--- src/rtl/apb_efuse_loader.sv ---
// apb_efuse_loader: APB master that copies the first NUM_WORDS fuse words into a shadow bank on start_i.
// Build macro EFUSE_LOADER_CFG_EN adds a CFG register write ahead of opening the read window.
module apb_efuse_loader #(
  parameter int          APB_ADDR_WIDTH = 12,
  parameter int          NUM_WORDS      = 8,
  parameter int          TIMEOUT        = 4096,
  parameter logic [31:0] CFG_VALUE      = 32'h0CB2_0C82
) (
  input  logic                        PCLK,
  input  logic                        PRESET,
  input  logic                        start_i,
  output logic                        busy_o,
  output logic                        done_o,
  output logic                        error_o,
  output logic                        word_valid_o,
  output logic [6:0]                  word_idx_o,
  output logic [31:0]                 word_data_o,
  output logic [32*NUM_WORDS-1:0]     shadow_o,
  output logic [APB_ADDR_WIDTH-1:0]   PADDR,
  output logic [31:0]                 PWDATA,
  output logic                        PWRITE,
  output logic                        PSEL,
  output logic                        PENABLE,
  input  logic [31:0]                 PRDATA,
  input  logic                        PREADY,
  input  logic                        PSLVERR
);

  localparam int             TMO_W    = $clog2(TIMEOUT) + 1;
  localparam logic [TMO_W-1:0] TMO_LAST = TMO_W'(TIMEOUT - 1);
  localparam logic [6:0]     LAST_IDX = 7'(NUM_WORDS - 1);
  localparam logic [31:0]    CMD_OPEN  = 32'h0000_0001;
  localparam logic [31:0]    CMD_CLOSE = 32'h0000_0004;

  typedef enum logic [2:0] {
    S_IDLE,
`ifdef EFUSE_LOADER_CFG_EN
    S_CFG,
`endif
    S_OPEN,
    S_READ,
    S_CLOSE,
    S_DONE,
    S_ERR
  } state_t;

  // PH_GAP is the mandatory PSEL-low cycle separating consecutive transfers.
  typedef enum logic [1:0] {
    PH_GAP,
    PH_SETUP,
    PH_ACCESS
  } phase_t;

  state_t                 state_q, state_d;
  phase_t                 phase_q, phase_d;
  logic [6:0]             idx_q, idx_d;
  logic [TMO_W-1:0]       tmo_q, tmo_d;
  logic                   done_q, done_d;
  logic                   err_q, err_d;
  logic                   capture;
  logic                   word_valid_q;
  logic [6:0]             word_idx_q;
  logic [31:0]            word_data_q;
  logic [32*NUM_WORDS-1:0] shadow_q;
  logic                   in_xfer;

`ifndef EFUSE_LOADER_CFG_EN
  logic unused_cfg_value;
  assign unused_cfg_value = ^CFG_VALUE;
`endif

  assign in_xfer = (state_q != S_IDLE) && (state_q != S_DONE) && (state_q != S_ERR);

  always_ff @(posedge PCLK) begin
    if (PRESET) begin
      state_q      <= S_IDLE;
      phase_q      <= PH_GAP;
      idx_q        <= '0;
      tmo_q        <= '0;
      done_q       <= 1'b0;
      err_q        <= 1'b0;
      word_valid_q <= 1'b0;
      word_idx_q   <= '0;
      word_data_q  <= '0;
      shadow_q     <= '0;
    end else begin
      state_q      <= state_d;
      phase_q      <= phase_d;
      idx_q        <= idx_d;
      tmo_q        <= tmo_d;
      done_q       <= done_d;
      err_q        <= err_d;
      word_valid_q <= capture;
      if (capture) begin
        word_idx_q  <= idx_q;
        word_data_q <= PRDATA;
      end
      for (int w = 0; w < NUM_WORDS; w++) begin
        if (capture && (idx_q == 7'(w))) begin
          shadow_q[32*w +: 32] <= PRDATA;
        end
      end
    end
  end

  always_comb begin
    state_d = state_q;
    phase_d = phase_q;
    idx_d   = idx_q;
    tmo_d   = tmo_q;
    done_d  = done_q;
    err_d   = err_q;
    capture = 1'b0;

    case (state_q)
      S_IDLE: begin
        if (start_i) begin
          done_d  = 1'b0;
          err_d   = 1'b0;
          idx_d   = '0;
          phase_d = PH_SETUP;
`ifdef EFUSE_LOADER_CFG_EN
          state_d = S_CFG;
`else
          state_d = S_OPEN;
`endif
        end
      end
      S_DONE, S_ERR: begin
        state_d = S_IDLE;
        phase_d = PH_GAP;
      end
      default: begin
        case (phase_q)
          PH_GAP: begin
            phase_d = PH_SETUP;
          end
          PH_SETUP: begin
            phase_d = PH_ACCESS;
            tmo_d   = '0;
          end
          default: begin
            // A transfer ends on PREADY, or is abandoned once the wait budget runs out.
            if (PREADY) begin
              phase_d = PH_GAP;
              if (PSLVERR) begin
                state_d = S_ERR;
                err_d   = 1'b1;
              end else begin
                case (state_q)
`ifdef EFUSE_LOADER_CFG_EN
                  S_CFG:   state_d = S_OPEN;
`endif
                  S_OPEN: begin
                    state_d = S_READ;
                    idx_d   = '0;
                  end
                  S_READ: begin
                    capture = 1'b1;
                    if (idx_q == LAST_IDX) begin
                      state_d = S_CLOSE;
                    end else begin
                      idx_d = idx_q + 7'd1;
                    end
                  end
                  default: begin
                    state_d = S_DONE;
                    done_d  = 1'b1;
                  end
                endcase
              end
            end else if (tmo_q == TMO_LAST) begin
              phase_d = PH_GAP;
              state_d = S_ERR;
              err_d   = 1'b1;
            end else begin
              tmo_d = tmo_q + 1'b1;
            end
          end
        endcase
      end
    endcase
  end

  // Address, data and direction depend only on the state, so they hold across SETUP and ACCESS.
  always_comb begin
    PADDR  = '0;
    PWDATA = '0;
    PWRITE = 1'b0;
    case (state_q)
`ifdef EFUSE_LOADER_CFG_EN
      S_CFG: begin
        PADDR  = APB_ADDR_WIDTH'(32'h004);
        PWDATA = CFG_VALUE;
        PWRITE = 1'b1;
      end
`endif
      S_OPEN: begin
        PADDR  = '0;
        PWDATA = CMD_OPEN;
        PWRITE = 1'b1;
      end
      S_READ: begin
        PADDR  = APB_ADDR_WIDTH'(32'h200 + {23'd0, idx_q, 2'b00});
      end
      S_CLOSE: begin
        PADDR  = '0;
        PWDATA = CMD_CLOSE;
        PWRITE = 1'b1;
      end
      default: ;
    endcase
  end

  assign PSEL         = in_xfer && (phase_q != PH_GAP);
  assign PENABLE      = in_xfer && (phase_q == PH_ACCESS);
  assign busy_o       = in_xfer;
  assign done_o       = done_q;
  assign error_o      = err_q;
  assign word_valid_o = word_valid_q;
  assign word_idx_o   = word_idx_q;
  assign word_data_o  = word_data_q;
  assign shadow_o     = shadow_q;

endmodule

--- config.mk ---
export PLATFORM = sky130hd
export DESIGN_NAME = apb_efuse_loader
export DESIGN_NICKNAME = d
export VERILOG_FILES = /design/src/rtl/apb_efuse_loader.sv
export SDC_FILE = /design/constraint.sdc
export NUM_CORES = 1
export LEC_CHECK = 0
export CAP_MARGIN = 20
export CORE_ASPECT_RATIO = 0.7
export CORE_MARGIN = 4
export CORE_UTILIZATION = 59
export CTS_CLUSTER_SIZE = 8
export DETAILED_ROUTE_END_ITERATION = 8
export DONT_BUFFER_PORTS = 1
export PLACE_DENSITY = 0.75
export SETUP_SLACK_MARGIN = 0.4
export SLEW_MARGIN = 10
export SYNTH_ARGS = -nofsm -noshare
export SYNTH_HDL_FRONTEND = slang
export SYNTH_SLANG_ARGS = --single-unit
--- constraint.sdc ---
create_clock -name PCLK -period 4.8 [get_ports PCLK]
set_input_delay 0.72 -clock PCLK [delete_from_list [all_inputs] [get_ports PCLK]]
set_output_delay 0.72 -clock PCLK [all_outputs]
set_load 0.005 [all_outputs]
==> results.tsv <==
stage	metric	value	unit
detailed_routing	met1_length	15400	um
cts	cts_root_buf	clkbuf_16	
logic_synthesis	ys_types	49	
pwr	ir_drop	0.2720	mV
layout	n_fill_cell	1875	
cts	cts.clk_slew.worst_paths	0.05	ns
sta	drv_slew	0	
global_route	overflow	0	
pwr	leakagePower	4.271	nW
detailed_routing	via_per_inst	5.891	
layout	num-nets-final	1530	
logic_synthesis	ys.warnings.count	0	
pwr	power_density	406.5	nW/um2
floorplan	core-area	21680	um2
setup_path	crit_fanout	32	
detailed_routing	top_layer	met4	
floorplan	start_util	60.11	%
logic_synthesis	synth_seq_cells	323	
setup_path	critPathArrivalTime	3.87	ns
logic_synthesis	synth_area_per_cell	8.289	um2
layout	design_area	13590	um2
logic_synthesis	yosys-top-cells-area	dfxtp_1, nand2_1, a21oi_2	
job	maxCapViolCount	0	
sta	relSlewSlack	42.41	%
floorplan	placementRows	45	
placement	place_congestion	0.8249	
cts	post_cts_buffers	0	
placement	hpwl	24470	um
global_route	grt_pass1_vias	9844	
logic_synthesis	synth_edf_count	0	
detailed_routing	drc	0	
setup_path	worstSetupStartpointType	flip-flop	
layout	drive_above_1_share	13.77	%
hold_path	min_path_type	in -> reg	
sta	tightest_slew	0.8618	ns
sta	finalCriticalPeriod	3.499	ns
cts	htreeDepth	2	
detailed_routing	wl_met2	17760	um
cts	cts.sinks	323	
floorplan	die_w	185.6	um
floorplan	io_pins	383	
run_status	status	completed	
detailed_routing	drt.antenna.violating_nets	0	
sta	finalWorstSetupSlack	1.301	ns
detailed_routing	routed-via-count	10433	
cts	cts_tree	done	
detailed_routing	met3WireLength	4462	um
setup_path	cp-end-kind	flip-flop	
layout	syn_to_final_growth	4.302	%
logic_synthesis	synth_top_area_share	49.63	%
global_route	grt_pass1_wl	57390	um
logic_synthesis	syn_area	13030	um2
setup_path	critPathKind	reg -> reg	
detailed_routing	first_pass_iters	5	
cts	numCtsBuffers	46	
logic_synthesis	synthCells	1572	
floorplan	die-height	132.3	um
layout	n_antenna_cell	0	
logic_synthesis	async_flop_share	0	%
sta	finalSetupTns	0	ns
cts	cts-resized-gates	0	
sta	holdWs	0.2966	ns
setup_path	required	5.18	ns
sta	final_hold_viol_count	0	
global_route	grt_use_total	29.35	%
placement	place_ws	1.367	ns
cts	cts-hold-fix-buffers	0	
placement	post_dp_cell_area	12400	um2
detailed_routing	drt_iter0_markers	722	
sta	rsz0062_at_grt	no	
logic_synthesis	synthFlopType	dfxtp_1	
sta	final.setup_skew	0.01199	ns
placement	port-buffer-count	0	
global_route	antenna_found_initial	0	
floorplan	die_area	24560	um2
cts	clock_path_buffers	3	
sta	finalSetupViolCount	0	
layout	utilization	62.70	%
logic_synthesis	synth_top_area_cell	dfxtp_1	
logic_synthesis	yosysSeqAreaShare	49.63	%
sta	fmax	0.2858	GHz
global_route	grt_max_degree	309	
cts	worst_skew_pair.late_latency	0.51	ns
sta	fin_crit_sh	72.89	%
detailed_routing	routedWlPerCell	21.80	um
detailed_routing	wl	38600	um
area by class of cell:
cell class,count,area [um2],share of cell area [%]
flip-flops and latches,323,6466,47.58
inverters,6,22.52,0.1657
multi-input cells,1099,5466,40.22
repair buffers,12,90.09,0.6629
clock inverters,2,16.27,0.1197
well taps,282,352.8,2.596
clock buffers,47,1176,8.654
cell usage in the layout, fill, tap and decap left out, drive strengths merged, types with 2 or more instances in the layout:
cell type	synthesis	routed
nor3	2	2
a21oi	314	314
and2	16	16
a211oi	4	4
a31oi	4	4
o21ai	12	12
inv	6	7
conb	1	34
a2111oi	2	2
o211ai	4	4
o21a	3	3
nor4	3	3
xnor2	11	11
and4	4	4
and3	3	3
nand2b	5	5
ha	5	5
mux2i	2	2
nand2	602	602
nand4	6	6
or2	2	2
xor2	3	3
a21o	3	3
nand3	11	11
nor2b	4	4
o2111ai	3	3
dfxtp	323	323
nor2	28	28
buf	107	12
clkbuf	70	47
cell usage after synthesis, drive strengths merged (6+ instances only):
cell      n
xnor2    11
a21oi   314
buf     107
o21ai    12
nor2     28
nand3    11
nand4     6
clkbuf   70
nand2   602
dfxtp   323
inv       6
and2     16
per-stage QoR:
stage	cells	power (mW)
6_report	1771	5.524
5_1_grt	1771	5.684
4_1_cts	1771	5.554
3_5_place_dp	1722	2.815
3_3_place_gp	1722	2.814
2_1_floorplan	1605	2.911
flip-flops by register name, summed over array words and instances, names as in the netlist:
signal,flops
done_o,1
error_o,1
idx_q,7
phase_q,2
shadow_o,256
state_q,3
tmo_q,13
word_data_o,32
word_idx_o,7
word_valid_o,1
cell families (layout without fill, tap and decap cells):
| family | after synthesis | in the layout | share of synthesized area (%) |
|---|---|---|---|
| other cells | 1 | 34 | 0.02878 |
| fa+ha+maj | 5 | 5 | 0.4801 |
| buf+inv | 183 | 67 | 9.439 |
| flops | 323 | 323 | 49.63 |
| simple gates | 692 | 692 | 21.61 |
| xor+xnor | 14 | 14 | 0.9411 |
| mux | 2 | 2 | 0.1536 |
| compound gates | 352 | 352 | 17.73 |
power breakdown:
group          switching [mW]  internal [mW]  total [mW]
logic                  0.0413         0.0217      0.0631
clock network            1.05           1.70        2.76
registers             0.00995           2.69        2.70
total                    1.11           4.42        5.52
metal layers:
layer | vias up | global-route usage [%]
li1 | 4815 | -
met5 | - | 0
met3 | 72 | 10.29
met1 | 5035 | 37.95
met2 | 511 | 46.47
met4 | 0 | 8.940
worst paths after layout:
check / start / to / slack, ns / depth (start not counted)
worst max-delay path: state_q[1] / shadow_o[242] / 1.30 / 6
worst min-delay path: PRESET / shadow_o[95] / 0.30 / 1
worst max register to register: state_q[1] / shadow_o[242] / 1.30 / 6
worst min register to register: shadow_o[168] / shadow_o[168] / 0.47 / 2
critical path, stage by stage, from the launching register on:
cell and delay [ns]:
dfxtp_1 0.69, nor3b_2 0.68, nand2_1 0.65, buf_4 0.43, or2_2 0.62, nand2_1 0.18
a21oi_1 0.08
(Power assumes the default switching activity.)
